`config.mk`:
```
export PLATFORM = sky130hd
export DESIGN_NAME = free_slot_allocator
export DESIGN_NICKNAME = d
export VERILOG_FILES = /design/src/rtl/free_slot_allocator.sv
export SDC_FILE = /design/constraint.sdc
export NUM_CORES = 1
export LEC_CHECK = 0
export CAP_MARGIN = 20
export CORE_AREA = 3 3 88 90
export DETAILED_ROUTE_END_ITERATION = 6
export DIE_AREA = 0 0 91 93
export PLACE_DENSITY = 0.81
export SKIP_LAST_GASP = 1
export SYNTH_ARGS = -nofsm -noshare
export SYNTH_HDL_FRONTEND = slang
export SYNTH_SLANG_ARGS = --single-unit
```
`constraint.sdc`:
```
create_clock -name clk -period 10.24 [get_ports clk]
set_input_delay 1.024 -clock clk [delete_from_list [all_inputs] [get_ports clk]]
set_output_delay 1.024 -clock clk [all_outputs]
set_load 0.02 [all_outputs]
```
`src/rtl/free_slot_allocator.sv`:
```
// rtl/free_slot_allocator.sv - registered free-slot allocator with valid/take offer and release checking
// Optional round-robin search order: define SLOT_ALLOCATOR_ROUND_ROBIN_EN.
module free_slot_allocator #(
    parameter int NUM_SLOTS   = 32,
    parameter int INDEX_WIDTH = 5
) (
    input  logic                   clk,
    input  logic                   reset,
    output logic                   alloc_valid,
    output logic [INDEX_WIDTH-1:0] alloc_index,
    input  logic                   alloc_take,
    input  logic                   free_valid,
    input  logic [INDEX_WIDTH-1:0] free_index,
    output logic [NUM_SLOTS-1:0]   occupancy,
    output logic [INDEX_WIDTH:0]   free_count,
    output logic                   full,
    output logic                   err
);

    logic                   take_ok;
    logic                   free_ok;
    logic                   err_next;
    logic [NUM_SLOTS-1:0]   next_occ;
    logic [INDEX_WIDTH:0]   used_next;
    logic                   lo_found;
    logic [INDEX_WIDTH-1:0] lo_index;
    logic                   hi_found;
    logic [INDEX_WIDTH-1:0] hi_index;
    logic                   any_free;
    logic [INDEX_WIDTH-1:0] search_index;
    logic [INDEX_WIDTH-1:0] search_start;

`ifdef SLOT_ALLOCATOR_ROUND_ROBIN_EN
    logic [INDEX_WIDTH-1:0] search_ptr;

    // The pointer update from this cycle's take already steers this cycle's search.
    always_comb begin
        search_start = search_ptr;
        if (take_ok) begin
            if (alloc_index == INDEX_WIDTH'(NUM_SLOTS - 1))
                search_start = '0;
            else
                search_start = alloc_index + 1'b1;
        end
    end

    always_ff @(posedge clk) begin
        if (reset)
            search_ptr <= '0;
        else
            search_ptr <= search_start;
    end
`else
    assign search_start = '0;
`endif

    always_comb begin
        take_ok = alloc_take && alloc_valid;
        free_ok = 1'b0;
        for (int i = 0; i < NUM_SLOTS; i++) begin
            if (free_valid && free_index == INDEX_WIDTH'(i) && occupancy[i])
                free_ok = 1'b1;
        end
        err_next = (alloc_take && !alloc_valid) || (free_valid && !free_ok);

        // A same-index take and free never both apply: the offered slot is free, so the free is illegal.
        next_occ = occupancy;
        for (int i = 0; i < NUM_SLOTS; i++) begin
            if (take_ok && alloc_index == INDEX_WIDTH'(i))
                next_occ[i] = 1'b1;
            if (free_ok && free_index == INDEX_WIDTH'(i))
                next_occ[i] = 1'b0;
        end

        used_next = '0;
        for (int i = 0; i < NUM_SLOTS; i++)
            used_next = used_next + (INDEX_WIDTH+1)'(next_occ[i]);
    end

    // Two-pass search: first free at or above the start point, else first free overall (wrap).
    always_comb begin
        lo_found = 1'b0;
        lo_index = '0;
        hi_found = 1'b0;
        hi_index = '0;
        for (int i = NUM_SLOTS - 1; i >= 0; i--) begin
            if (!next_occ[i]) begin
                lo_found = 1'b1;
                lo_index = INDEX_WIDTH'(i);
                if (INDEX_WIDTH'(i) >= search_start) begin
                    hi_found = 1'b1;
                    hi_index = INDEX_WIDTH'(i);
                end
            end
        end
        any_free     = lo_found;
        search_index = hi_found ? hi_index : lo_index;
    end

    always_ff @(posedge clk) begin
        if (reset) begin
            occupancy   <= '0;
            alloc_valid <= 1'b0;
            alloc_index <= '0;
            free_count  <= (INDEX_WIDTH+1)'(NUM_SLOTS);
            err         <= 1'b0;
        end else begin
            occupancy   <= next_occ;
            alloc_valid <= any_free;
            if (any_free)
                alloc_index <= search_index;
            free_count  <= (INDEX_WIDTH+1)'(NUM_SLOTS) - used_next;
            err         <= err_next;
        end
    end

    assign full = (free_count == '0);

endmodule

```
==> results_dict.tcl <==
set metrics [dict create \
    ys_async_sr_fraction_pct 0 \
    syn_to_final_growth_pct 17.5 \
    cts_tree "done" \
    hp-class "reg2reg" \
    wirelength_um 12600 \
    ys_ff_latch 45 \
    clk_pin_slew_ns 0.09 \
    grt.overflow.total 0 \
    dr.pass1.iters 5 \
    netlist_area_um2 3870 \
    pwr-share-seq_pct 46.8 \
    finClkSkew_ns 0.00519 \
    worst_slack_ns 1.88 \
    grt_pass1_vias 3806 \
    p_per_area_nw_per_um2 87.7 \
    nNetsFinal 587 \
    insertion_delay_ns 0.30 \
    synth-edff-count 0 \
    n_fill_cell 661 \
    cts_resized 0 \
    ant_nets 0 \
    io_pins 55 \
    start_util_pct 54.2 \
    cts_made_buffers 5 \
    crit_slowest_cell "clkdlybuf4s50_1" \
    grt_first_pass_wirelength_um 20200 \
    path_buf_inv 6 \
    h-tree-depth 2 \
    die_height_um 93 \
    fin_crit_ns 8.36 \
    finalSetupTns_ns 0 \
    numPortBuffers 54 \
    worst_path_most_repeated_cell "fa_1" \
    slew_viol_final 0 \
    synth.top_cells.by_area "dfxtp_1 (23%), fa_1 (12%), ha_1 (9.7%)" \
    synth.avg_cell_area_um2 8.06 \
    clock_sinks 45 \
    yosysMostFrequentCell "inv_1" \
    core_area_um2 7140 \
    post-dp-hpwl_um 10000 \
    arrival_ns 8.54 \
    hold_viol 0 \
    dieArea_um2 8460 \
    max_freq_mhz 120 \
    yosysWarnings 0 \
    crit_fanout 21 \
    grt_util_all_layers_pct 30.5 \
    period_share_pct 81.6 \
    postSynthCellCount 480 \
    cp_top_family "adder cells" \
    drv_cap 0 \
    cp-start-kind "input pin" \
    synth_top_flop_cell "dfxtp_1" \
    drc 0 \
    root_buffer "clkbuf_8" \
    drtIter0Drc 310 \
    synth_top_area_share_pct 23.3 \
    critPathCaptureType "register" \
    crit_chain "clkdlybuf4s50_1 > nor2b_1 > a22oi_1 > nor2_1 > nor3_2 > nand2_1 > a31oi_2 > fa_1 > inv_1 > ha_1 > fa_1 > inv_1 > fa_1 > fa_1 > inv_1 > fa_1 > fa_1 > inv_1 > fa_1 > inv_1 > ha_1 > fa_1 > xnor2_1 > nor2_1" \
    cp_slowest_stage_delay_ns 1.00 \
    pre_cts_slack_ns 1.68 \
    cts_hold_buf 0 \
    crit_type "in2reg" \
    num_rows 31 \
    clockBufferDepth 2 \
    wl_per_cell_um 20.2 \
    fp.dieW_um 91 \
    drive_above_1_share_pct 5.33 \
    rsz0062_at_grt "false" \
    antenna_found_initial 0 \
    grt_max_degree 41 \
    ys_seq_area_share_pct 23.3 \
    n_antenna_cell 0 \
    p_leak_nw 1.85 \
    p_int_uw 274 \
    p_comb_share_pct 22.7 \
    synth_common_cells "inv_1 (69), nor2_1 (51), dfxtp_1 (45)" \
    netSwitchingPower_uw 124 \
    vias 3775 \
    syn_nets 543 \
    max-vdd-ir-drop_v 0.000101 \
    routed_via_density 6.05 \
    cts_setup_buffers 0 \
    slew_headroom_pct 45.7 \
    setup_viol 0 \
    gp_congestion 0.943 \
    worst_pin_slew_ns 0.813 \
    synth_top_area_cell "dfxtp_1" \
    clkPwrFrac_pct 30.6 \
    status "complete, no violations" \
    ys_types 67 \
    critical_path_required_ns 10.43 \
    p_sw_share_pct 31.2 \
]
[cells by family (layout without fill, tap and decap cells)]
group,after synthesis,in the layout,synth area share (%)
simple gates,190,190,25.8
compound gates,93,93,16.9
buf+inv,88,133,9.22
fa+ha+maj,54,54,22.1
flops,45,45,23.3
mux,8,8,2.20
xor+xnor,2,2,0.453
[final timing paths]
check	start	endpoint	slack, ns	depth (start not counted)
max	free_index[1]	free_count[4]$_SDFF_PP0_	1.88	24
min	alloc_index[4]$_SDFFE_PP0P_	alloc_index[4]$_SDFFE_PP0P_	0.62	1
max reg2reg	occupancy[16]$_SDFF_PP0_	free_count[4]$_SDFF_PP0_	3.44	23
min reg2reg	alloc_index[4]$_SDFFE_PP0P_	alloc_index[4]$_SDFFE_PP0P_	0.62	1
[power by group through the flow]
stage	Sequential, mW	Clock (mW)	Combinational [mW]
after detailed placement	0.190	0	0.0902
after floorplan	0.197	0	0.0495
after global routing	0.187	0.129	0.100
after global placement	0.190	0	0.0870
after CTS	0.186	0.123	0.0905
final	0.186	0.122	0.0904
[through the flow]
step / utilization [%] / hold WS (ns) / area (µm²) / std cells / power [mW]
final: 63.7 / 0.618 / 4550 / 624 / 0.399
after global routing: 63.7 / 0.624 / 4550 / 624 / 0.416
after CTS: 63.7 / 0.617 / 4550 / 624 / 0.400
after detailed placement: 62.4 / 0.600 / 4450 / 616 / 0.281
after global placement: 62.4 / 0.595 / 4450 / 616 / 0.277
after floorplan: - / 0.594 / 3870 / 480 / 0.247
[sequential cells by signal, indices dropped and copies added (netlist names)]
register	count
free_count	6
alloc_valid	1
occupancy	32
alloc_index	5
err	1
[area by class of cell]
type / count / area [µm²] / share of cell area (%)
multi-input combinational: 347 / 2610 / 57.4
sequential: 45 / 901 / 19.8
timing repair buffer: 56 / 556 / 12.2
inverter: 69 / 259 / 5.70
tap: 99 / 124 / 2.72
clock buffer: 6 / 82.6 / 1.82
clock inverter: 2 / 13.8 / 0.303
[per-layer routing]
layer  vias up  share of wire, %  global-route usage, %
li1       1751                 -                      -
met1      1782                41                   39.2
met2       204                47                   49.5
met3        38               8.7                   7.08
met4         0               3.4                   12.7
met5         -                 0                      0
[placed cells by master (no fill, tap or decap), types with 6 or more instances in the layout]
master	netlist	routed
a31oi_1	11	11
ha_1	30	30
nand2b_1	9	9
o21ai_0	10	10
clkdlybuf4s50_1	0	54
dfxtp_1	45	45
nand2_1	34	34
fa_1	24	24
nand3_1	15	15
a21oi_1	22	22
nor4_1	6	6
nor3_1	21	21
nor2_1	51	51
clkbuf_8	0	6
o31ai_1	7	7
nor2b_1	17	17
inv_1	69	69
Power figures use the tool's default switching activity.
